--- src/rtl/fp16_pkg.sv ---
// Shared fp16 definitions: field widths, exponent bias, the +inf bit pattern,
// and the state encoding of the fixed-point to fp16 converter.
package fp16_pkg;

    localparam int unsigned EXP_W    = 5;
    localparam int unsigned MANT_W   = 10;
    localparam int unsigned EXP_BIAS = 15;

    localparam logic [15:0] POS_INF = 16'h7C00;

    typedef enum logic [1:0] {
        IDLE,
        NORM,
        ROUND
    } state_e;

endpackage

--- src/rtl/fp16_pack_round.sv ---
// Combinational fp16 rounding and packing stage.
// Ports:
//   m          normalised magnitude (MSB is the hidden one), or all zeros for a zero value
//   sign       sign of the result
//   exp_biased signed, biased exponent before rounding
//   fp         packed binary16 word
//   ovf        result saturated to +/-inf
//   uf         nonzero result flushed to +/-0 (no subnormals are produced)
module fp16_pack_round
    import fp16_pkg::*;
#(
    parameter int unsigned M_WIDTH = 32,
    parameter int unsigned E_WIDTH = 9
) (
    input  logic [M_WIDTH-1:0]        m,
    input  logic                      sign,
    input  logic signed [E_WIDTH-1:0] exp_biased,
    output logic [15:0]               fp,
    output logic                      ovf,
    output logic                      uf
);

    localparam logic signed [E_WIDTH-1:0] EXP_MAX  = E_WIDTH'(2**EXP_W - 1);
    localparam logic signed [E_WIDTH-1:0] EXP_ZERO = '0;

    logic [MANT_W-1:0]         mant;
    logic                      guard;
    logic                      sticky;
    logic                      round_up;
    logic [MANT_W:0]           mant_sum;
    logic signed [E_WIDTH-1:0] carry_ext;
    logic signed [E_WIDTH-1:0] exp_adj;

    assign mant     = m[M_WIDTH-2 -: MANT_W];
    assign guard    = m[M_WIDTH-2-MANT_W];
    assign sticky   = |m[M_WIDTH-3-MANT_W:0];
    // Round to nearest, ties to even.
    assign round_up = guard & (sticky | mant[0]);
    assign mant_sum = {1'b0, mant} + {{MANT_W{1'b0}}, round_up};

    always_comb begin
        // A mantissa carry-out leaves the stored fraction at zero and bumps the exponent.
        carry_ext    = '0;
        carry_ext[0] = mant_sum[MANT_W];
        exp_adj      = exp_biased + carry_ext;
        fp           = '0;
        ovf          = 1'b0;
        uf           = 1'b0;
        if (m == '0) begin
            fp = '0;
        end else if (exp_adj >= EXP_MAX) begin
            fp  = {sign, POS_INF[14:0]};
            ovf = 1'b1;
        end else if (exp_adj <= EXP_ZERO) begin
            fp = {sign, 15'b0};
            uf = 1'b1;
        end else begin
            fp = {sign, exp_adj[EXP_W-1:0], mant_sum[MANT_W-1:0]};
        end
    end

endmodule

--- src/rtl/fixed_to_fp16.sv ---
// Converts a signed fixed-point accumulator value with a shared fp16-biased
// exponent into an IEEE-754 binary16 word. Normalisation shifts one bit per cycle.
// Ports:
//   clk, rst        clock (rising edge), asynchronous active-low reset
//   start           one-cycle request, sampled only while idle
//   exp_in          shared exponent, bias 15
//   fixed_point_in  two's-complement accumulator value
//   fp_out          packed fp16 result, held until the next done
//   busy            conversion in progress
//   done            one-cycle pulse, fp_out/ovf/uf valid from this cycle
//   ovf, uf         saturated to inf / flushed to zero, held with fp_out
module fixed_to_fp16
    import fp16_pkg::*;
#(
    parameter int unsigned ACC_WIDTH = 32,
    parameter int unsigned FRAC_BITS = 10
) (
    input  logic                 clk,
    input  logic                 rst,
    input  logic                 start,
    input  logic [EXP_W-1:0]     exp_in,
    input  logic [ACC_WIDTH-1:0] fixed_point_in,
    output logic [15:0]          fp_out,
    output logic                 busy,
    output logic                 done,
    output logic                 ovf,
    output logic                 uf
);

    localparam int unsigned K_W = $clog2(ACC_WIDTH);
    localparam int unsigned E_W = K_W + 4;

    state_e               state_q, state_d;
    logic [ACC_WIDTH-1:0] m_q, m_d;
    logic                 sign_q, sign_d;
    logic [EXP_W-1:0]     exp_q, exp_d;
    logic [K_W-1:0]       k_q, k_d;
    logic                 zero_q, zero_d;
    logic [15:0]          fp_q, fp_d;
    logic                 ovf_q, ovf_d;
    logic                 uf_q, uf_d;
    logic                 done_q, done_d;

    logic signed [E_W-1:0] e_round;
    logic [15:0]           pack_fp;
    logic                  pack_ovf;
    logic                  pack_uf;

    // Biased exponent of the normalised value: the leading one sits at bit
    // ACC_WIDTH-1, i.e. ACC_WIDTH-1-FRAC_BITS above the binary point, less k shifts.
    assign e_round = $signed(E_W'(ACC_WIDTH - 1 - FRAC_BITS))
                   + $signed({{(E_W-EXP_W){1'b0}}, exp_q})
                   - $signed({{(E_W-K_W){1'b0}}, k_q});

    fp16_pack_round #(
        .M_WIDTH (ACC_WIDTH),
        .E_WIDTH (E_W)
    ) u_pack (
        .m          (m_q),
        .sign       (sign_q),
        .exp_biased (e_round),
        .fp         (pack_fp),
        .ovf        (pack_ovf),
        .uf         (pack_uf)
    );

    always_comb begin
        state_d = state_q;
        m_d     = m_q;
        sign_d  = sign_q;
        exp_d   = exp_q;
        k_d     = k_q;
        zero_d  = zero_q;
        fp_d    = fp_q;
        ovf_d   = ovf_q;
        uf_d    = uf_q;
        done_d  = 1'b0;
        unique case (state_q)
            IDLE: begin
                if (start) begin
                    sign_d  = fixed_point_in[ACC_WIDTH-1];
                    // Negating the most negative value wraps to 2^(ACC_WIDTH-1), which is
                    // the correct unsigned magnitude.
                    m_d     = fixed_point_in[ACC_WIDTH-1] ? ('0 - fixed_point_in)
                                                          : fixed_point_in;
                    exp_d   = exp_in;
                    k_d     = '0;
                    zero_d  = (fixed_point_in == '0);
                    state_d = NORM;
                end
            end
            NORM: begin
                if (m_q[ACC_WIDTH-1] || zero_q) begin
                    state_d = ROUND;
                end else begin
                    m_d = m_q << 1;
                    k_d = k_q + K_W'(1);
                end
            end
            ROUND: begin
                fp_d    = pack_fp;
                ovf_d   = pack_ovf;
                uf_d    = pack_uf;
                done_d  = 1'b1;
                state_d = IDLE;
            end
            default: state_d = IDLE;
        endcase
    end

    always_ff @(posedge clk or negedge rst) begin
        if (!rst) begin
            state_q <= IDLE;
            m_q     <= '0;
            sign_q  <= 1'b0;
            exp_q   <= '0;
            k_q     <= '0;
            zero_q  <= 1'b0;
            fp_q    <= '0;
            ovf_q   <= 1'b0;
            uf_q    <= 1'b0;
            done_q  <= 1'b0;
        end else begin
            state_q <= state_d;
            m_q     <= m_d;
            sign_q  <= sign_d;
            exp_q   <= exp_d;
            k_q     <= k_d;
            zero_q  <= zero_d;
            fp_q    <= fp_d;
            ovf_q   <= ovf_d;
            uf_q    <= uf_d;
            done_q  <= done_d;
        end
    end

    assign busy   = (state_q != IDLE);
    assign done   = done_q;
    assign fp_out = fp_q;
    assign ovf    = ovf_q;
    assign uf     = uf_q;

endmodule
--- config.mk ---
export PLATFORM = sky130hd
export DESIGN_NAME = fixed_to_fp16
export DESIGN_NICKNAME = d
export VERILOG_FILES = /design/src/rtl/fp16_pkg.sv /design/src/rtl/fp16_pack_round.sv /design/src/rtl/fixed_to_fp16.sv
export SDC_FILE = /design/constraint.sdc
export NUM_CORES = 1
export LEC_CHECK = 0
export BUFFER_PORTS_ARGS = -buffer_cell sky130_fd_sc_hd__clkbuf_2
export CAP_MARGIN = 30
export CORE_MARGIN = 4
export CORE_UTILIZATION = 58
export DETAILED_ROUTE_END_ITERATION = 8
export GPL_TIMING_DRIVEN = 0
export PLACE_DENSITY_LB_ADDON = 0.1
export SYNTH_ARGS = -nofsm -noshare
export SYNTH_HDL_FRONTEND = slang
export SYNTH_SLANG_ARGS = --single-unit
--- constraint.sdc ---
create_clock -name clk -period 4.19 [get_ports clk]
set_clock_uncertainty 0.05 [all_clocks]
set_input_delay 0.419 -clock clk [delete_from_list [all_inputs] [get_ports clk]]
set_output_delay 0.419 -clock clk [all_outputs]
set_load 0.02 [all_outputs]
# Word-level counts from Yosys, hierarchy flattened

Index checks and enable logic that the tools add are counted.
W data, S select, Z words.

Add/subtract/negate cells: 6
Magnitude comparators: 2
Eq/ne operators: 5
Muxes and demuxes: 19
Bitwise gates (word level): 2
Reductions and logical operators: 10

Operators with widths:

| operator                | count |
|---|---|
| $mux W32                | 3 |
| $logic_not A32 Y1       | 2 |
| $pmux W32 S2            | 1 |
| $sub A1 B32 Y32 const A | 1 |
| $mux W15                | 2 |
| $reduce_or A20 Y1       | 1 |
| $mux W16                | 1 |
| $add A10 B1 Y11         | 1 |
| $mux W5                 | 2 |
| $pmux W5 S2             | 1 |
| $ge A9 B6 Y1 const B    | 1 |
| $le A9 B1 Y1 const B    | 1 |
| $add A7 B2 Y8           | 1 |
| $sub A6 B5 Y7           | 1 |
| $add A5 B5 Y6 const A   | 1 |
| $mux W1                 | 6 |
| $ne A2 B2 Y1 const B    | 3 |
| $add A5 B1 Y5 const B   | 1 |
| $mux W2                 | 2 |
| $pmux W2 S2             | 1 |
| $reduce_and A2 Y1       | 2 |
| $reduce_bool A2 Y1      | 2 |
| $reduce_and A3 Y1       | 1 |
| $eq A2 B1 Y1 const B    | 1 |
| other kinds (5)         | 5 |

Flip-flop bits (word level): 65
Input bits: 40
Output and inout bits: 20
Logic and storage cells: 54

# Longest topological paths before layout

Gate-level depths: netlist of the first run.

Word-level depth: 9
Depth in mapped cells: 14

# Cells and area by module

A second synthesis of the first run with hierarchy kept.

Cell total of the unflattened synthesis: 468
Area, all modules: 4,277.9 um^2

By module, submodules not included:

| module          | times used | cells an instance | area an instance (um^2) |
|---|---|---|---|
| fixed_to_fp16   | 1          | 376               | 3,681.0 |
| fp16_pack_round | 1          | 92                | 596.8 |

# Worst setup path after synthesis of the first run

Ideal clock, no wire load.

Kind: register to register
Start point: register k_q[1]
End point: register fp_q[0], in the netlist fp_out[0]
Arrival: 2.960 ns
Slack: 1.104 ns
Stages on the path, launching flop included: 12
Path buffers: 1
Path through: dfrtp_1 ha_1 inv_1 ha_1 fa_1 xor2_1 nand3_1 xnor2_1 a32oi_1 or4_1 clkbuf_1 o21ai_1

Longest elaborated chain between the ends: 6
Elaborated cells on any way between the ends: 7
Classes of those cells: 2 x add/sub; 2 x order compare; 3 x mux

RTL lines:

| what                   | RTL line              | source |
|---|---|---|
| start, declared        | fixed_to_fp16.sv:37   | `logic [K_W-1:0] k_q, k_d;` |
| start signal, assigned | fixed_to_fp16.sv:128  | `k_q <= k_d;` |
| $sub A6 B5 Y7 (*)      | fixed_to_fp16.sv:53   | `- $signed({{(E_W-K_W){1'b0}}, k_q});` |
| $add A7 B2 Y8 (*)      | fp16_pack_round.sv:45 | `exp_adj = exp_biased + carry_ext;` |
| $le A9 B1 Y1           | fp16_pack_round.sv:54 | `end else if (exp_adj <= EXP_ZERO) begin` |
| $mux W15               | fp16_pack_round.sv:54 |  |
| $mux W15 (*)           | fp16_pack_round.sv:51 | `end else if (exp_adj >= EXP_MAX) begin` |
| $mux W16 (*)           | fp16_pack_round.sv:49 | `if (m == '0) begin` |
| end signal, assigned   | fixed_to_fp16.sv:130  | `fp_q <= fp_d;` |
| end, declared          | fixed_to_fp16.sv:39   | `logic [15:0] fp_q, fp_d;` |

Mark *: on every way between the ends. The rest lies on a longest branch, timed or not.
A chain may end at the register's enable or synchronous reset.

# Worst setup path after layout of the first run

Start point: register m_q[20]
End point: register fp_q[8], in the netlist fp_out[8]

Longest elaborated chain between the ends: 7
Elaborated cells on any way between the ends: 9
Classes of those cells: 2 x add/sub; 2 x order compare; 3 x mux; 1 x bitwise; 1 x reduce/logical

RTL lines:

| what                   | RTL line              | source |
|---|---|---|
| start, declared        | fixed_to_fp16.sv:34   | `logic [ACC_WIDTH-1:0] m_q, m_d;` |
| start signal, assigned | fixed_to_fp16.sv:125  | `m_q <= m_d;` |
| $and A1 B1 Y1          | fp16_pack_round.sv:38 | `assign round_up = guard & (sticky \| mant[0]);` |
| $add A10 B1 Y11        | fp16_pack_round.sv:39 | `assign mant_sum = {1'b0, mant} + {{MANT_W{1'b0}}, round_up};` |
| $add A7 B2 Y8          | fp16_pack_round.sv:45 |  |
| $le A9 B1 Y1           | fp16_pack_round.sv:54 |  |
| $mux W15               | fp16_pack_round.sv:54 |  |
| $mux W15               | fp16_pack_round.sv:51 |  |
| $mux W16 (*)           | fp16_pack_round.sv:49 |  |

Marked as above.

==> flow_metrics.py, run 1 <==
metrics = {
    "clock_tree": {
        "max-clock-path-buffers": 2,
        "insertion_delay_ps": 350,
        "worst_setup_hold_path_clk_slew_ps": 80,
        "cts_post_setup_buffers_inserted": 0,
        "cts_resized": 0,
        "cts-root-buf": "clkbuf_8",
        "tritoncts_clock_tree": "yes",
        "cts_hold_repair.buffers": 0,
        "numCtsBuffers": 9,
        "clock-sinks": 65,
        "ctsHtreeMaxLevel": 3,
    },
    "critical_path": {
        "crit_path_category": "register to register",
        "crit_path_max_fanout": 10,
        "end_kind": "register",
        "rr_startpoint": "m_q[20]",
        "cp_data_required_time_ps": 4400,
        "worst-endpoint-arrival_ps": 3750,
        "startpoint": "m_q[20]",
        "setup.worst_path.start_class": "register",
    },
    "grt": {
        "first_global_vias": 3595,
        "grt_remaining_overflow": 0,
        "antenna_violations_before_repair": 0,
        "pin_count_of_the_biggest_net_entering_global_routing": 66,
        "grt_pass1_wl_mm": 17.0,
        "grt.total_usage_pct": 25.3,
    },
    "sta": {
        "max_freq_mhz": 283,
        "rsz_0062_raised_after_global_routing": "no",
        "timing_worst_slew_pin_value_ps": 877,
        "hold_viol_final": 0,
        "relSlewSlack_pct": 41.5,
        "post-route-min-period_ps": 3530,
        "final-max-slew-violation-count": 0,
        "finalSetupTns_ps": 0,
        "post-route-period-util_pct": 84.3,
        "setup_viol": 0,
    },
    "route": {
        "antenna_violating_nets_post_route": 0,
        "postRouteWirelength_mm": 10.1,
        "wl_per_cell_um": 15.6,
        "vias": 3685,
        "drt_pre_antenna_iters": 5,
        "1st_iter_drt_viols": 224,
        "viasPerCell": 5.68,
        "drt_drc_violations_left": 0,
    },
    "yosys": {
        "synth.cell_area_sq_um": 4040,
        "library_cell_with_the_highest_instance_count_after_synthesis": "dfrtp_1",
        "synthArstFlopShare_pct": 100,
        "post_synth_main_area_contributors": "dfrtp_1, nand2_1, xor2_1",
        "ys_seq_area_share_pct": 40.2,
        "syn-num-nets": 533,
        "synthesis.area_per_instance_sq_um": 8.45,
        "syn-instance-count": 478,
        "ys_dominant_reg_cell": "dfrtp_1",
        "yosysTopAreaCellShare_pct": 40.2,
        "synth_cell_type_count": 51,
        "synth.largest_area_cell": "dfrtp_1",
        "postSynthRegisterBits": 65,
        "synth-edff-count": 0,
        "synth.yosys.warnings": 0,
        "synth.cells.most_frequent": "dfrtp_1, nand2_1, nor2_1, o21ai_0, xor2_1",
    },
    "min_path": {
        "timing.hold.worst.class": "input port to asynchronous set/reset pin",
    },
    "die": {
        "floorplan.core_area_sq_um": 6790,
        "die_ar_sq_um": 8370,
        "die_w_um": 91.5,
        "ios": 60,
        "floorplan.initialDensity_pct": 59.5,
        "core_rows": 30,
        "die-height_um": 91.5,
    },
    "power": {
        "irDropWorstVdd_mv": 0.335,
        "power_density_nw_per_um2": 763,
        "leakagePower_nw": 2.08,
    },
    "cells_and_area": {
        "area_growth_pct": 15.2,
        "fillers": 587,
        "design_area_sq_um": 4660,
        "fin_nets": 603,
        "antenna_cells": 0,
        "layout-drive-gt1-share_pct": 15.0,
    },
    "flow_run": {
        "max-cap-violations": 0,
    },
    "status": {
        "status": "complete, no violations",
    },
    "place": {
        "post_dp_cell_area_sq_um": 4460,
        "place.gp.congestion": 0.926,
        "numPortBuffers": 59,
        "dp.final_hpwl_mm": 7.74,
    },
}
stage by stage:
stage                     setup slack, ps  total power [mW]  hold slack, ps  util, %  std cells
after floorplan                      1100              2.46            73.4        -        478
after global placement                762              2.96             401     65.6        633
after detailed placement              677              3.01             420     65.6        633
after CTS                             649              3.55             205     68.5        649
after global routing                  373              3.87             217     68.5        649
final                                 658              3.55             169     68.5        649
path summary, 6_finish.rpt:
path | end | slack (ps) | depth (start not counted)
worst max-delay path | fp_out[8] | 660 | 13
worst min-delay path | fp_out[4] | 170 | 1
worst max register to register | fp_out[8] | 660 | 13
worst min register to register | uf | 430 | 2
max in group asynchronous | m_q[13] | 3350 | 1
min in group clk | exp_q[3] | 210 | 3
cell usage in the layout (no fill, tap or decap), types with 4 or more instances in the layout:
master     n
a21oi_1   19
nor3_1    14
o22ai_1    8
a211oi_1   7
ha_1      14
nand2_1   59
nand4_1    4
nor2_1    51
nand2b_1   9
o21ai_0   35
or3_1      8
dfrtp_1   65
o21ai_1   22
and3_1     8
clkbuf_8   9
o41ai_1    4
clkbuf_2  58
nand3_1   12
o31ai_1    7
clkbuf_1  18
xor2_1    25
nor4_1     9
inv_1     18
xnor2_1   21
cell families after synthesis:
kind of cell	share of synthesized area, %
AND/OR/NAND/NOR	22.8
AO/OA/AOI/OAI	17.9
adder cells (fa/ha/maj)	4.83
flip-flops	40.2
XOR/XNOR	9.97
buffers and inverters	3.81
multiplexers	0.495
worst max-delay path: stages, from the launching register on:
cell and delay [ps]:
dfrtp_1 420, and2_1 220, ha_1 220, nand3_1 110, nor2_1 230, and3_1 220, ha_1 180, ha_1 210
nand3_1 170, xnor2_1 180, a32oi_1 260, or4_1 570, clkbuf_1 230, o21ai_1 180
cell type report:
class | count | area [sq um] | area share, %
buffer | 21 | 86.3 | 1.85
clock buffer | 10 | 128 | 2.74
clock inverter | 6 | 68.8 | 1.48
inverter | 18 | 67.6 | 1.45
multi-input combinational | 374 | 2260 | 48.6
sequential | 65 | 1630 | 34.9
tap | 96 | 120 | 2.58
timing repair buffer | 59 | 298 | 6.40
power by group:
group	internal [mW]	total, mW	switching [mW]
logic	0.687	1.86	1.17
clock network	0.277	0.533	0.256
registers	0.911	1.16	0.248
registers in the layout, indices dropped and copies added (netlist names):
register and count:
m_q 32, fp_out 16, exp_q 5, k_q 5, state_q 2, done 1
ovf 1, sign_q 1, uf 1, zero_q 1
layer usage:
layer	global-route usage [%]	part of all wire [%]
met2	41.7	49
met1	34.0	46
met3	4.72	4.3
met4	6.91	1.1
met5	0	0
Note: power is estimated with default switching activity, not from simulation.
==> run 2, diff against run 1 <==
Clock period 4.19 ns to 3.4 ns, I/O delays scaled along.
==> run 2 against run 1 <==
  * Critical path type unchanged
  * Largest power group unchanged
  * First-iteration DRC count decreased by 7.6%
  * Sequential share of layout area decreased by 0.65 points
  * Hold slack got worse by 78 ps
==> flow_metrics.py, run 2 (synthesized netlist as in run 1, its figures left out) <==
metrics = {
    "status": {
        "status": "complete, no violations",
    },
    "grt": {
        "global_route.peak_usage_layer": "met2",
        "antenna_violations_before_repair": 0,
        "globalRouteMet3Util_pct": 4.72,
        "grt_remaining_overflow": 0,
        "first_global_vias": 3591,
        "grt_pass1_wl_mm": 17.0,
        "use_met1_pct": 33.8,
        "pin_count_of_the_biggest_net_entering_global_routing": 66,
        "grt.total_usage_pct": 25.2,
        "grtUsageMet2_pct": 41.8,
    },
    "clock_tree": {
        "insertion_delay_ps": 340,
        "ctsHtreeMaxLevel": 3,
        "cts-root-buf": "clkbuf_8",
        "cts_hold_repair.buffers": 0,
        "worst_setup_hold_path_clk_slew_ps": 80,
        "numCtsBuffers": 9,
        "max-clock-path-buffers": 2,
        "clock-sinks": 65,
        "tritoncts_clock_tree": "yes",
    },
    "cells_and_area": {
        "layout-drive-gt1-share_pct": 17.8,
        "area_growth_pct": 17.4,
        "fin_nets": 606,
        "largest_register": "m_q",
        "largest_register_ff_count": 32,
        "final_common_cell": "dfrtp_1",
        "most-common-layout-cells": "dfrtp_1, nand2_1, clkbuf_2",
        "antenna_cells": 0,
    },
    "critical_path": {
        "cp_data_required_time_ps": 3620,
        "crit_path_max_fanout": 10,
        "crit_chain": "ha_1 > inv_1 > ha_1 > fa_2 > nand3_2 > xnor2_2 > a2111oi_0 > a31o_2 > or4_4 > o21ai_1",
        "critical_path.most_common_cell": "ha_1",
        "crit_path_category": "register to register",
        "setup.worst_path.start_class": "register",
        "timing.critical_path.slowest_cell_delay_ps": 620,
        "end_kind": "register",
        "worst-endpoint-arrival_ps": 3430,
        "timing.critical_path.slowest_stage_cell": "fa_2",
    },
    "sta": {
        "finalSetupTns_ps": 0,
        "post-route-min-period_ps": 3220,
        "hold_viol_final": 0,
        "max_freq_mhz": 311,
        "relSlewSlack_pct": 41.6,
        "final-max-slew-violation-count": 0,
        "post-route-period-util_pct": 94.6,
        "setup_viol": 0,
        "timing_worst_slew_pin_value_ps": 877,
        "fin_hold_ws_ps": 90.7,
    },
    "route": {
        "vias": 3704,
        "drt_drc_violations_left": 0,
        "wl_per_cell_um": 15.6,
        "viasPerCell": 5.68,
        "1st_iter_drt_viols": 207,
        "antenna_violating_nets_post_route": 0,
        "postRouteWirelength_mm": 10.2,
        "drt_pre_antenna_iters": 5,
    },
    "power": {
        "power_density_nw_per_um2": 950,
        "p_int_mw": 2.38,
        "irDropWorstVdd_mv": 0.441,
        "leakagePower_nw": 2.11,
        "power.share.switching_pct": 47.1,
        "p_comb_share_pct": 53.8,
        "switching_power_mw": 2.12,
        "power_frac_clock_pct": 14.6,
        "power.share.sequential_pct": 31.7,
    },
    "die": {
        "die_ar_sq_um": 8370,
        "floorplan.core_area_sq_um": 6790,
        "die-height_um": 91.5,
        "floorplan.initialDensity_pct": 59.5,
        "core_rows": 30,
        "die_w_um": 91.5,
        "ios": 60,
    },
    "min_path": {
        "timing.hold.worst.class": "input port to asynchronous set/reset pin",
    },
    "flow_run": {
        "max-cap-violations": 0,
    },
    "place": {
        "dp.final_hpwl_mm": 7.74,
        "place.gp.congestion": 0.926,
        "numPortBuffers": 59,
    },
}
## run 2: cell types whose count changed in the layout (fill, tap and decap cells not counted), moves of 2 or more
cell and delta:
xor2_2 +2, buf_4 +4, xnor2_2 +2, xor2_1 -2
nand3_1 -2, xnor2_1 -2, nand3_2 +2
## run 2: through the flow
| stage | std cells | setup slack [ps] | power [mW] | instance area (sq um) | utilization [%] |
|---|---|---|---|---|---|
| global placement | 633 | -28.1 | 3.65 | 4460 | 65.6 |
| floorplan | 478 | 314 | 3.03 | 4040 | - |
| detailed placement | 633 | -113 | 3.71 | 4460 | 65.6 |
| finish | 652 | 183 | 4.51 | 4740 | 69.8 |
| CTS | 648 | 101 | 4.41 | 4670 | 68.8 |
| global route | 652 | -23.4 | 4.89 | 4740 | 69.8 |
## run 2: final cells by class
type | count | area (sq um)
Buffer | 20 | 82.6
Clock buffer | 10 | 128
Clock inverter | 6 | 68.8
Fill cell | 582 | 2050
Inverter | 18 | 67.6
Multi-Input combinational cell | 374 | 2320
Sequential cell | 65 | 1630
Tap cell | 96 | 120
Timing Repair Buffer | 63 | 328
## run 2: layer usage
layer / wire length (um) / up-vias
li1: - / 1825
met3: 457 / 17
met2: 4980 / 113
met4: 156 / 0
met1: 4580 / 1749
met5: 0 / -
## run 2: worst paths after layout
kind                            startpoint         end  slack (ps)  cells past startpoint
min in group clk                 exp_in[3]    exp_q[3]         140                      3
worst max-delay path                k_q[1]   fp_out[8]         180                     10
max in group asynchronous              rst    exp_q[0]        2640                      1
worst max register to register      k_q[1]   fp_out[8]         180                     10
worst min-delay path                   rst  fp_out[13]          90                      1
worst min register to register  fp_out[14]  fp_out[14]         430                      2
## run 2: critical path: cells and delay by family, from the launching register on
| kind | cells | cell delay [ps] |
|---|---|---|
| compound gates | 3 | 520 |
| xor+xnor | 1 | 240 |
| buf+inv | 1 | 40 |
| fa+ha+maj | 3 | 1150 |
| simple gates | 2 | 720 |
| flops | 1 | 420 |
## run 2: power groups by stage
stage | logic, mW | registers (mW) | clock network, mW
3_5_place_dp | 2.28 | 1.44 | 0
5_1_grt | 2.71 | 1.48 | 0.704
2_1_floorplan | 1.57 | 1.46 | 0
3_3_place_gp | 2.22 | 1.42 | 0
4_1_cts | 2.32 | 1.42 | 0.659
6_report | 2.42 | 1.43 | 0.656
## run 2: repair_timing
| item | in CTS | in global routing |
|---|---|---|
| pin swaps | 0 | 2 |
| setup endpoints to repair | 10 | 10 |
| hold endpoints to repair | 0 | 0 |
| buffers inserted | 0 | 4 |
| gates resized for setup | 4 | 8 |
| gates cloned | 0 | 0 |
==> run 3, diff against run 2 <==
Settings changed: CORE_UTILIZATION 58 to 59, CTS_BUF_LIST set to sky130_fd_sc_hd__clkbuf_4.
==> run 3 against run 2 <==
  * Flip-flop and latch count is the same
  * Largest power group unchanged
  * Clock-buffer cell count shrank 1
  * Critical path type unchanged
  * Critical path depth is the same
  * Hold slack lost 76 ps
  * Sequential power is essentially flat
  * First-iteration DRC count grew 31%
  * Core utilization grew 1.6 points
==> flow_metrics.py, run 3 (synthesized netlist as in run 1, its figures left out) <==
metrics = {
    "critical_path": {
        "rr_startpoint": "k_q[1]",
        "crit_chain": "ha_1 > inv_1 > ha_1 > fa_2 > nand3_1 > xnor2_2 > a2111oi_0 > a31o_2 > or4_4 > o21ai_1",
        "path_buf_inv": 1,
        "end_kind": "register",
        "reg2reg_to": "fp_out[8]",
        "r2r_depth": 10,
        "setup.worst_path.start_class": "register",
        "crit_path_max_fanout": 5,
        "reg2reg_slack_ps": 160,
        "worst-endpoint-arrival_ps": 3530,
        "critical_path.most_common_cell": "ha_1",
        "timing.critical_path.slowest_cell_delay_ps": 610,
        "timing.critical_path.slowest_stage_cell": "fa_2",
        "cp_top_family": "adder cells",
        "crit_path_category": "register to register",
        "cp_data_required_time_ps": 3690,
    },
    "power": {
        "p_comb_share_pct": 55.7,
        "power_density_nw_per_um2": 930,
        "power_frac_clock_pct": 11.3,
        "irDropWorstVdd_mv": 0.459,
        "power.share.sequential_pct": 33.0,
        "p_int_mw": 2.25,
        "switching_power_mw": 2.06,
        "power.share.switching_pct": 47.8,
        "power_mw": 4.31,
        "leakagePower_nw": 2.08,
    },
    "route": {
        "wl_per_cell_um": 15.9,
        "postRouteWirelength_mm": 10.1,
        "1st_iter_drt_viols": 271,
        "vias": 3767,
        "drt_drc_violations_left": 0,
        "viasPerCell": 5.94,
        "drt_pre_antenna_iters": 5,
        "antenna_violating_nets_post_route": 0,
    },
    "sta": {
        "timing_worst_slew_pin_value_ps": 886,
        "fin_hold_ws_ps": 15.2,
        "finalWorstSetupSlack_ps": 162,
        "post-route-min-period_ps": 3240,
        "post-route-period-util_pct": 95.2,
        "rsz_0062_raised_after_global_routing": "yes",
        "relSlewSlack_pct": 40.9,
        "hold_viol_final": 0,
        "setup_viol": 0,
        "final-max-slew-violation-count": 0,
        "max_freq_mhz": 309,
    },
    "place": {
        "numPortBuffers": 59,
        "preCtsSetupSlack_ps": -90.3,
        "dp.final_hpwl_mm": 7.43,
        "place.gp.congestion": 0.916,
    },
    "cells_and_area": {
        "largest_register": "m_q",
        "antenna_cells": 0,
        "final_common_cell": "dfrtp_1",
        "fillers": 557,
        "largest_register_ff_count": 32,
        "area_growth_pct": 14.8,
        "layout-drive-gt1-share_pct": 16.9,
        "utilization_pct": 71.4,
        "fin_nets": 608,
        "most-common-layout-cells": "dfrtp_1, nand2_1, clkbuf_2",
    },
    "clock_tree": {
        "max-clock-path-buffers": 2,
        "worst_setup_hold_path_clk_slew_ps": 100,
        "insertion_delay_ps": 420,
        "ctsHtreeMaxLevel": 3,
        "numCtsBuffers": 9,
        "tritoncts_clock_tree": "yes",
        "cts-root-buf": "clkbuf_4",
        "clock-sinks": 65,
    },
    "flow_run": {
        "max-cap-violations": 0,
    },
    "die": {
        "die-height_um": 90.8,
        "core_rows": 29,
        "die_w_um": 90.8,
        "floorplan.initialDensity_pct": 62.2,
        "ios": 60,
        "die_ar_sq_um": 8240,
        "floorplan.core_area_sq_um": 6490,
    },
    "grt": {
        "grt_pass1_wl_mm": 16.3,
        "grt_remaining_overflow": 0,
        "grt.total_usage_pct": 24.4,
        "antenna_violations_before_repair": 0,
        "pin_count_of_the_biggest_net_entering_global_routing": 66,
        "first_global_vias": 3604,
    },
    "min_path": {
        "timing.hold.worst.class": "input port to asynchronous set/reset pin",
    },
    "status": {
        "status": "complete, no violations",
    },
}
## run 3: worst max path at each step
stage	startpoint	to	slack (ps)	cells past startpoint
4_1_cts	m_q[20]	fp_out[8]	90	12
5_1_grt	exp_q[1]	fp_out[8]	-30	11
2_1_floorplan	k_q[1]	fp_out[0]	310	11
3_3_place_gp	m_q[20]	fp_out[0]	6	13
6_report	k_q[1]	fp_out[8]	160	10
3_5_place_dp	m_q[20]	fp_out[0]	-90	13
## run 3: through the flow
step           instance area (sq um)  std cells  TNS (ps)
6_report                        4640        634         0
5_1_grt                         4640        634     -52.0
4_1_cts                         4560        628         0
3_5_place_dp                    4440        614      -765
3_3_place_gp                    4430        614         0
2_1_floorplan                   4040        478         0
## run 3: repair_timing
item / in CTS / in global routing
hold buffers: 0 / 0
pin swaps: 0 / 2
buffers inserted: 0 / 5
gates resized for setup: 2 / 8
cloned: 0 / 1
setup endpoints to repair: 10 / 10
## run 3: metal layers
metal	wire, um	global-route usage, %	share of wire (%)
met1	4450	32.6	44
met4	217	11.0	2.1
met2	4800	38.5	48
met5	0	0	0
met3	630	4.50	6.2
## run 3: power groups by stage
stage / clock (mW) / combinational [mW] / sequential [mW]
floorplan: 0 / 1.57 / 1.46
global placement: 0 / 2.18 / 1.42
detailed placement: 0 / 2.23 / 1.44
CTS: 0.488 / 2.24 / 1.42
global route: 0.525 / 2.70 / 1.47
finish: 0.486 / 2.40 / 1.42
## run 3: final cells by class
cell class | instances | area [sq um] | share of cell area (%)
sequential | 65 | 1630 | 35.1
inverter | 18 | 67.6 | 1.46
clock buffer | 9 | 67.6 | 1.46
clock inverter | 6 | 50.0 | 1.08
tap | 77 | 96.3 | 2.08
multi-input combinational | 375 | 2310 | 49.8
buffer | 20 | 82.6 | 1.78
timing repair buffer | 64 | 335 | 7.23
## run 3: worst reg2reg max path, delay by kind of cell (launching register included)
family | cells | cell delay [ps]
xor+xnor | 1 | 230
flops | 1 | 430
buf+inv | 1 | 40
compound gates | 3 | 560
simple gates | 2 | 760
fa+ha+maj | 3 | 1120
